--- src/rtl/uart_alu_pkg.sv ---
// Shared constants for the UART/ALU command path: framer state codes, default widths and the
// opcode encodings understood by the ALU.
package uart_alu_pkg;

  localparam int unsigned NB_DATA_DEFAULT   = 8;
  localparam int unsigned NB_OPCODE_DEFAULT = 6;

  localparam int unsigned NB_STATE = 3;
  localparam logic [NB_STATE-1:0] ST_WAIT_A  = 3'd0;
  localparam logic [NB_STATE-1:0] ST_WAIT_B  = 3'd1;
  localparam logic [NB_STATE-1:0] ST_WAIT_OP = 3'd2;
  localparam logic [NB_STATE-1:0] ST_LOAD    = 3'd3;
  localparam logic [NB_STATE-1:0] ST_WAIT_TX = 3'd4;

  localparam logic [NB_OPCODE_DEFAULT-1:0] OP_ADD = 6'h20;
  localparam logic [NB_OPCODE_DEFAULT-1:0] OP_SUB = 6'h22;
  localparam logic [NB_OPCODE_DEFAULT-1:0] OP_AND = 6'h24;
  localparam logic [NB_OPCODE_DEFAULT-1:0] OP_OR  = 6'h25;
  localparam logic [NB_OPCODE_DEFAULT-1:0] OP_XOR = 6'h26;
  localparam logic [NB_OPCODE_DEFAULT-1:0] OP_SRA = 6'h03;
  localparam logic [NB_OPCODE_DEFAULT-1:0] OP_SRL = 6'h02;
  localparam logic [NB_OPCODE_DEFAULT-1:0] OP_NOR = 6'h27;

endpackage

--- src/rtl/edge_detect_rise.sv ---
// Rising-edge detector on a level input; the delay flop's reset value is configurable so a
// level already high at reset release can be suppressed.
module edge_detect_rise #(
  parameter logic RESET_VALUE = 1'b1
) (
  input  logic i_clock,
  input  logic i_reset,
  input  logic i_level,
  output logic o_pulse
);

  logic level_d;

  always_ff @(posedge i_clock) begin
    if (i_reset) begin
      level_d <= RESET_VALUE;
    end else begin
      level_d <= i_level;
    end
  end

  assign o_pulse = i_level & ~level_d;

endmodule

--- src/rtl/uart_alu_interface.sv ---
// Frames three received bytes (A, B, opcode) for the ALU and hands the result to the UART
// transmitter. Optional inter-byte timeout is built when UART_ALU_IF_TIMEOUT_EN is defined.
module uart_alu_interface
  import uart_alu_pkg::*;
#(
  parameter int unsigned NB_DATA    = NB_DATA_DEFAULT,
  parameter int unsigned NB_OPCODE  = NB_OPCODE_DEFAULT,
  parameter int unsigned NB_TIMEOUT = 24,
  parameter logic [NB_TIMEOUT-1:0] TIMEOUT_CYCLES = 24'd10_000_000
) (
  input  logic                 i_clock,
  input  logic                 i_reset,
  input  logic [NB_DATA-1:0]   i_rx_data,
  input  logic                 i_rx_done,
  input  logic [NB_DATA-1:0]   i_alu_result,
  input  logic                 i_tx_done,
  output logic [NB_DATA-1:0]   o_data_a,
  output logic [NB_DATA-1:0]   o_data_b,
  output logic [NB_OPCODE-1:0] o_opcode,
  output logic [NB_DATA-1:0]   o_tx_data,
  output logic                 o_tx_start,
  output logic                 o_busy
);

  logic                rx_evt;
  logic                tx_evt;
  logic                timeout;
  logic [NB_STATE-1:0] state;
  logic [NB_STATE-1:0] state_next;

  edge_detect_rise #(
    .RESET_VALUE(1'b1)
  ) u_rx_edge (
    .i_clock(i_clock),
    .i_reset(i_reset),
    .i_level(i_rx_done),
    .o_pulse(rx_evt)
  );

  edge_detect_rise #(
    .RESET_VALUE(1'b1)
  ) u_tx_edge (
    .i_clock(i_clock),
    .i_reset(i_reset),
    .i_level(i_tx_done),
    .o_pulse(tx_evt)
  );

`ifdef UART_ALU_IF_TIMEOUT_EN
  logic [NB_TIMEOUT-1:0] timeout_cnt;
  logic                  mid_command;

  assign mid_command = (state == ST_WAIT_B) || (state == ST_WAIT_OP);

  // Held at zero outside the partial-command states, which also covers entry to ST_WAIT_A.
  always_ff @(posedge i_clock) begin
    if (i_reset || rx_evt || !mid_command) begin
      timeout_cnt <= '0;
    end else begin
      timeout_cnt <= timeout_cnt + 1'b1;
    end
  end

  assign timeout = mid_command && (timeout_cnt == TIMEOUT_CYCLES - 1'b1);
`else
  logic unused_timeout_cfg;
  assign unused_timeout_cfg = ^{TIMEOUT_CYCLES, NB_TIMEOUT};
  assign timeout = 1'b0;
`endif

  // rx_evt has priority over timeout so a byte landing on the expiry cycle is kept.
  always_comb begin
    state_next = state;
    case (state)
      ST_WAIT_A:  if (rx_evt) state_next = ST_WAIT_B;
      ST_WAIT_B: begin
        if (rx_evt)       state_next = ST_WAIT_OP;
        else if (timeout) state_next = ST_WAIT_A;
      end
      ST_WAIT_OP: begin
        if (rx_evt)       state_next = ST_LOAD;
        else if (timeout) state_next = ST_WAIT_A;
      end
      ST_LOAD:    state_next = ST_WAIT_TX;
      ST_WAIT_TX: if (tx_evt) state_next = ST_WAIT_A;
      default:    state_next = ST_WAIT_A;
    endcase
  end

  always_ff @(posedge i_clock) begin
    if (i_reset) begin
      state      <= ST_WAIT_A;
      o_data_a   <= '0;
      o_data_b   <= '0;
      o_opcode   <= '0;
      o_tx_data  <= '0;
      o_tx_start <= 1'b0;
    end else begin
      state      <= state_next;
      o_tx_start <= (state == ST_LOAD);
      if (state == ST_WAIT_A && rx_evt)  o_data_a  <= i_rx_data;
      if (state == ST_WAIT_B && rx_evt)  o_data_b  <= i_rx_data;
      if (state == ST_WAIT_OP && rx_evt) o_opcode  <= i_rx_data[NB_OPCODE-1:0];
      if (state == ST_LOAD)              o_tx_data <= i_alu_result;
    end
  end

  assign o_busy = (state == ST_LOAD) || (state == ST_WAIT_TX);

endmodule

--- config.mk ---
export PLATFORM = sky130hd
export DESIGN_NAME = uart_alu_interface
export DESIGN_NICKNAME = d
export VERILOG_FILES = /design/src/rtl/uart_alu_pkg.sv /design/src/rtl/edge_detect_rise.sv /design/src/rtl/uart_alu_interface.sv
export SDC_FILE = /design/constraint.sdc
export NUM_CORES = 1
export LEC_CHECK = 0
export CORE_ASPECT_RATIO = 0.7
export CORE_MARGIN = 4
export CORE_UTILIZATION = 43
export DETAILED_ROUTE_END_ITERATION = 12
export GPL_TIMING_DRIVEN = 0
export MAX_ROUTING_LAYER = met4
export PLACE_DENSITY = 0.81
export SLEW_MARGIN = 20
export SYNTH_ARGS = -nofsm -noshare
export SYNTH_HDL_FRONTEND = slang
export SYNTH_SLANG_ARGS = --single-unit
--- constraint.sdc ---
create_clock -name i_clock -period 1.4 [get_ports i_clock]
set_input_delay 0.42 -clock i_clock [delete_from_list [all_inputs] [get_ports i_clock]]
set_output_delay 0.42 -clock i_clock [all_outputs]
set_load 0.05 [all_outputs]
== Word-level counts from Yosys, hierarchy flattened ==
Cells that the tools add are included.
Cells by class
  add/sub/neg operators: 0
  multiply operators: 0
  divide/modulo/power cells: 0
  magnitude comparators: 0
  eq/ne operators: 8
  shifts and indexed selects: 0
  muxes and demuxes: 5
  bitwise operators: 4
  reductions and logical operators: 6
Operators by type and width (count)
  $pmux W3 S5: 1
  $mux W3: 4
  $ne A2 B2 Y1 const B: 4
  $eq A3 B2 Y1 const B: 2
  $reduce_and A4 Y1: 1
  $eq A3 B1 Y1 const B: 1
  $eq A3 B3 Y1 const B: 1
  $logic_and A1 B1 Y1: 3
  $logic_not A3 Y1: 1
  $and A1 B1 Y1: 2
  $not A1 Y1: 2
  $logic_or A1 B1 Y1: 1
Word-level totals
  flip-flop bits (word level): 36
  latch bits: 0
  RAM bits: 0
  memory bits (read-only): 0
  bits of input ports: 20
  output and inout bits: 32
  logic and storage cells: 31
  memories kept: 0

== Logic depth before layout (Yosys ltp) ==
Gate-level depths: netlist of the first run.
  depth after elaboration: 4
  mapped depth: 4
  depth with buffers taken out: 3

== Cells and area by module ==
Synthesis of the first run repeated with hierarchy kept, for this count alone.
Second synthesis, totals
  cells, all modules: 142
  area, all modules: 1514.0 um^2
By module, submodules not included
  uart_alu_interface: instances 1, cells each 136, area an instance 1448.9 um^2, seq. area each 680.7 um^2
  edge_detect_rise: instances 2, cells each 3, area an instance 32.5 um^2, seq. area each 20.0 um^2

== Worst setup path before layout of the first run ==
OpenSTA, ideal clock, no wires.
  path kind: register to output
  start: register state[2]
  end: output o_busy
  arrival time: 1.057 ns
  required time: 0.980 ns
  path slack: -0.077 ns
  cell stages (with the launch flop): 4
  buffers on the path: 1
  cells stage by stage: dfxtp_1 > nand3b_1 > buf_4 > nand2_1
On the way
  longest elaborated chain between the ends: 2
  elaborated cells between the ends (all ways): 3
  those cells by class: eq/ne: 2; reduce/logical: 1
RTL lines
  from (decl): RTL line uart_alu_interface.sv:28  | logic [NB_STATE-1:0] state;
  from (signal assigned): RTL line uart_alu_interface.sv:99  | state <= state_next;
  $eq A3 B2 Y1 / $eq A3 B3 Y1 (equally long branches): RTL line uart_alu_interface.sv:108  | assign o_busy = (state == ST_LOAD) || (state == ST_WAIT_TX);
  $logic_or A1 B1 Y1 (*): RTL line uart_alu_interface.sv:108
  to (decl): RTL line uart_alu_interface.sv:22  | output logic o_busy
Mark *: on every way between the ends. The rest lies on a longest branch, timed or not.

== Final worst setup path of the first run ==
Ends and elaborated chain as after synthesis.

==> results of run 1 <==
[cell usage after synthesis (2+ instances only)]
master    number
nor2_1        10
mux2i_1       30
or2_2          2
dfxtp_1       36
nand2_1        3
buf_4          2
nand2b_1      32
clkbuf_1       4
nor3_1         2
[cells by family (layout without fill, tap and decap cells)]
kind of cell / after synthesis / in the layout / share of synthesized area (%)
flops: 36 / 36 / 51.0
simple gates: 56 / 56 / 22.9
compound gates: 2 / 2 / 1.06
mux: 31 / 31 / 22.1
buf+inv: 7 / 69 / 2.92
[what timing repair did]
action | in CTS | in global routing
setup endpoints to repair | 64 | 15
gates resized for setup | 175 | 7
pin swaps | 0 | 1
gates cloned | 0 | 0
buffers inserted | 3 | 1
[critical path: cells and delay by family, from the launching register on]
kind                   cells  cell delay [ps]
DFF                        1              340
and+or+nand+nor            2              260
buffers and inverters      2              300
[worst min-delay path by stage]
stage	to	slack, ps	cells after the start
2_1_floorplan	state[1]	490	1
3_3_place_gp	o_data_a[5]	460	2
3_5_place_dp	o_data_a[0]	470	2
4_1_cts	o_data_a[1]	480	2
5_1_grt	o_data_b[2]	500	2
6_report	o_data_a[0]	480	2
[per-layer routing]
layer	share of wire (%)	global-route usage, %	up-vias
met3	2.6	3.56	16
met1	42	20.1	522
met4	3.8	9.82	0
met5	0	-	-
li1	-	-	554
met2	51	30.8	25
[area by class of cell]
type | instances | area, sq um
Tap cell | 38 | 47.5
Timing Repair Buffer | 55 | 389
Multi-Input combinational cell | 89 | 666
Clock inverter | 1 | 5.00
Buffer | 7 | 58.8
Fill cell | 273 | 1180
Sequential cell | 36 | 727
Clock buffer | 6 | 72.6
[per-stage QoR]
stage,setup WS [ps],hold WS [ps],power [W],TNS (ps),area [sq um]
finish,-199,476,0.00192,-199,1970
global route,-243,504,0.00200,-257,1970
CTS,-158,479,0.00194,-158,1960
detailed placement,-640,468,0.00127,-21650,1970
global placement,-639,457,0.00126,-19910,1970
floorplan,51.5,489,0.00117,0,1420
[registers in the layout, indices dropped and copies added, names as in the netlist]
register           count
o_data_a               8
u_rx_edge.level_d      1
state                  3
u_tx_edge.level_d      1
o_data_b               8
o_tx_start             1
o_opcode               6
o_tx_data              8
[power breakdown]
group / switching, W / internal (W) / total (W)
logic: 0.0000961 / 0.0000975 / 0.000194
registers: 0.00000985 / 0.00104 / 0.00105
clock network: 0.000343 / 0.000338 / 0.000681
total: 0.000449 / 0.00147 / 0.00192
==> flow_summary.yaml, run 1 <==
run_status:
  run_status: "finished, violations left"
  violations: "negative setup slack"
logic_synthesis:
  syn-cell-area_sq_um: 1410
  synth_seq_cells: 36
  synth_seq_area_share_pct: 51.0
  yosysUniqueCellTypes: 20
  post_synth.cell_area_avg_sq_um: 10.7
  synth_top_cell_area_share_pct: 51.0
  synth_flop_cell: "dfxtp_1"
  synth_edf_count: 0
  syn-num-nets: 152
  synth.largest_area_cell: "dfxtp_1"
  synthArstFlopShare_pct: 0
  synth_area_leaders: "dfxtp_1 (51%), mux2i_1 (21%), nand2b_1 (14%)"
  yosysWarnings: 0
  postSynthCellCount: 132
detailed_routing:
  via_per_inst: 4.81
  ant_nets: 0
  num_vias: 1117
  wl_microns: 3500
  drc_errors: 0
  drt_pass1_iterations: 4
  drt_iter0_markers: 15
  wl_per_cell_microns: 15.1
job:
  cap_violations: 0
clocking:
  root_buffer: "clkbuf_8"
  cts_buffers: 5
  cts_tree: "yes"
  cts.clk_slew.worst_paths_ps: 70
  htreeDepth: 2
  hold_buffers: 0
  cts_max_path_buffers: 2
  clk_latency_ps: 280
  clock_sinks: 36
pwr:
  ir_worst_vdd_mv: 0.665
  p_leak_nw: 0.996
  powerDensity_nw_per_um2: 978
cells_and_area:
  layout_commonest_cell: "dfxtp_1"
  area_growth_syn_to_layout_pct: 39.2
  diodes: 0
  final_cell_mix: "dfxtp_1 (33), nand2b_1 (32), buf_2 (32)"
  fin_util_pct: 62.4
  nets: 214
  drive_gt1_share_pct: 30.9
  finalNonFillerCells: 232
sta:
  period_minus_slack_ps: 1600
  final-setup-viol-count: 1
  clock.fmax_mhz: 625
  slew_headroom_pct: 76.6
  hold_viol: 0
  worst_slack_ps: -199
  fin_worst_skew_ps: 3.58
  finalCritPeriodShare_pct: 114
  tightest_slew_ps: 351
  slew_viol_final: 0
  rsz0062_at_grt: "true"
grt:
  grt_max_degree: 11
  overflow: 0
  antenna_found_initial: 0
  globalRouteTotalUtil_pct: 18.1
  grt_pass1_vias: 1262
  grt_pass1_wl_microns: 6000
placed_design:
  hpwlAfterDp_microns: 2590
  routabilityCongestion: 0.774
  dp_cells: 221
  portBuffers: 51
floorplan:
  rows: 17
  core_sq_um: 3150
  start_util_pct: 44.9
  die_w_microns: 76.5
  ioPinCount: 52
  dieArea_sq_um: 4280
  die_h_microns: 56.0
worst_setup_path:
  startpoint_type: "flip-flop"
  arrival_ps: 1180
  rr_endpoint: "o_data_a[7]"
  crit_type: "reg -> out"
  critPathSlowestCell: "dfxtp_4"
  cp.required_ps: 980
  crit_end: "o_busy"
  r2r_slack_ps: 70
  reg2reg_from: "state[2]"
  cp_max_fo: 2
  worst_setup_path_end_kind: "output port"
  path_cells: "nand3b_1 > buf_6 > nand2_4 > buf_8"
  worst_r2r_path_depth: 5
  critical_path.startpoint: "state[2]"
  slowest_delay_ps: 340
hold_path:
  hold_path.class: "reg -> reg"
  worstHoldStart: "o_data_a[0]"
Power figures use the tool's default switching activity.
==> inputs of run 2 (changes only) <==
--- a/config.mk
+++ b/config.mk
@@ -8,6 +8,7 @@
 export CORE_ASPECT_RATIO = 0.7
 export CORE_MARGIN = 4
 export CORE_UTILIZATION = 43
+export CTS_BUF_LIST = sky130_fd_sc_hd__clkbuf_4 sky130_fd_sc_hd__clkbuf_8 sky130_fd_sc_hd__clkbuf_16
 export DETAILED_ROUTE_END_ITERATION = 12
 export GPL_TIMING_DRIVEN = 0
 export MAX_ROUTING_LAYER = met4
==> flow_summary.yaml, run 2 (same netlist as run 1, synthesis figures left out) <==
floorplan:
  die_w_microns: 76.5
  start_util_pct: 44.9
  die_h_microns: 56.0
  dieArea_sq_um: 4280
  ioPinCount: 52
  core_sq_um: 3150
  rows: 17
pwr:
  p_leak_nw: 1.00
  powerDensity_nw_per_um2: 986
  ir_worst_vdd_mv: 0.667
sta:
  final-setup-viol-count: 1
  slew_headroom_pct: 76.6
  rsz0062_at_grt: "true"
  finalCritPeriodShare_pct: 114
  period_minus_slack_ps: 1600
  slew_viol_final: 0
  worst_slack_ps: -199
  tightest_slew_ps: 351
  hold_viol: 0
  fin_worst_skew_ps: 3.60
  clock.fmax_mhz: 625
clocking:
  cts_tree: "yes"
  clk_latency_ps: 280
  root_buffer: "clkbuf_8"
  cts_buffers: 5
  cts_max_path_buffers: 2
  hold_buffers: 0
  clock_sinks: 36
  htreeDepth: 2
  cts.clk_slew.worst_paths_ps: 70
detailed_routing:
  drt_iter0_markers: 15
  via_per_inst: 4.82
  num_vias: 1118
  drc_errors: 0
  wl_per_cell_microns: 15.0
  wl_microns: 3490
  drt_pass1_iterations: 4
  ant_nets: 0
placed_design:
  post-place-ws_ps: -640
  dp_cells: 221
  portBuffers: 51
  routabilityCongestion: 0.774
  hpwlAfterDp_microns: 2590
hold_path:
  whs_endpoint: "o_data_a[0]"
  hold_path.class: "reg -> reg"
  worstHoldStart: "o_data_a[0]"
  holdPathStages: 2
worst_setup_path:
  r2r_slack_ps: 70
  cp.required_ps: 980
  arrival_ps: 1180
  slowest_delay_ps: 340
  worst_setup_path_end_kind: "output port"
  critPathSlowestCell: "dfxtp_4"
  reg2reg_from: "state[2]"
  worst_r2r_path_depth: 5
  rr_endpoint: "o_data_a[7]"
  crit_type: "reg -> out"
  startpoint_type: "flip-flop"
  cp_max_fo: 2
  path_cells: "nand3b_1 > buf_6 > nand2_4 > buf_8"
grt:
  overflow: 0
  globalRouteTotalUtil_pct: 18.1
  grt_max_degree: 11
  antenna_found_initial: 0
  grt_pass1_wl_microns: 6000
  grt_pass1_vias: 1262
cells_and_area:
  finalNonFillerCells: 232
  drive_gt1_share_pct: 31.4
  layout_commonest_cell: "dfxtp_1"
  area_growth_syn_to_layout_pct: 39.4
  nets: 214
  largestRegisters: "o_data_a: 8 flops, o_data_b: 8 flops, o_tx_data: 8 flops"
  final_cell_mix: "dfxtp_1 (33), nand2b_1 (32), buf_2 (32)"
  diodes: 0
run_status:
  violations: "negative setup slack"
  run_status: "finished, violations left"
job:
  cap_violations: 0
run 2: changes by cell type in the layout (fill, tap and decap cells not counted):
cell	change
clkbuf_1	-1
clkbuf_4	+1
run 2: worst max-delay path by stage:
stage | from | end | slack (ps) | depth (start not counted)
after detailed placement | state[2] | o_busy | -640 | 4
after CTS | state[2] | o_busy | -160 | 4
after global placement | state[2] | o_busy | -640 | 4
after floorplan | state[2] | o_busy | 50 | 3
final | state[2] | o_busy | -200 | 4
after global routing | state[2] | o_busy | -240 | 4
run 2: through the flow:
stage                     util, %  hold WS [ps]  cell area, sq um  total power [W]  setup TNS (ps)
after floorplan                 -           489              1420          0.00117               0
after global placement       62.7           457              1970          0.00126          -19910
after detailed placement     62.7           468              1970          0.00127          -21650
after CTS                    62.4           479              1960          0.00196            -158
after global routing         62.6           504              1970          0.00202            -257
final                        62.6           476              1970          0.00194            -199
run 2: layout make-up:
class	instances	area (sq um)
fill	273	1180
clock buffer	6	76.3
tap	38	47.5
multi-input combinational	89	666
timing repair buffer	55	389
sequential	36	727
clock inverter	1	5.00
buffer	7	58.8
run 2: power breakdown:
group / internal (W) / switching, W
Clock: 0.000357 / 0.000343
Combinational: 0.0000975 / 0.0000960
Sequential: 0.00104 / 0.00000984
Total: 0.00149 / 0.000449
run 2: repair_timing:
| item | 4_1_cts | 5_1_grt |
|---|---|---|
| gates resized for setup | 175 | 7 |
| setup buffers | 3 | 1 |
| setup endpoints to repair | 64 | 15 |
| pin swaps | 0 | 1 |
run 2: per-layer routing:
layer	global-route usage, %	routed length [microns]	vias up
li1	-	-	554
met1	20.1	1470	523
met2	30.8	1800	25
met3	3.56	92	16
met4	9.82	132	0
met5	-	0	-
run 2: worst max-delay path: cells and delay by family, from the launching register on:
family	cells	cell delay, ps
simple gates	2	260
flops	1	340
buf+inv	2	300
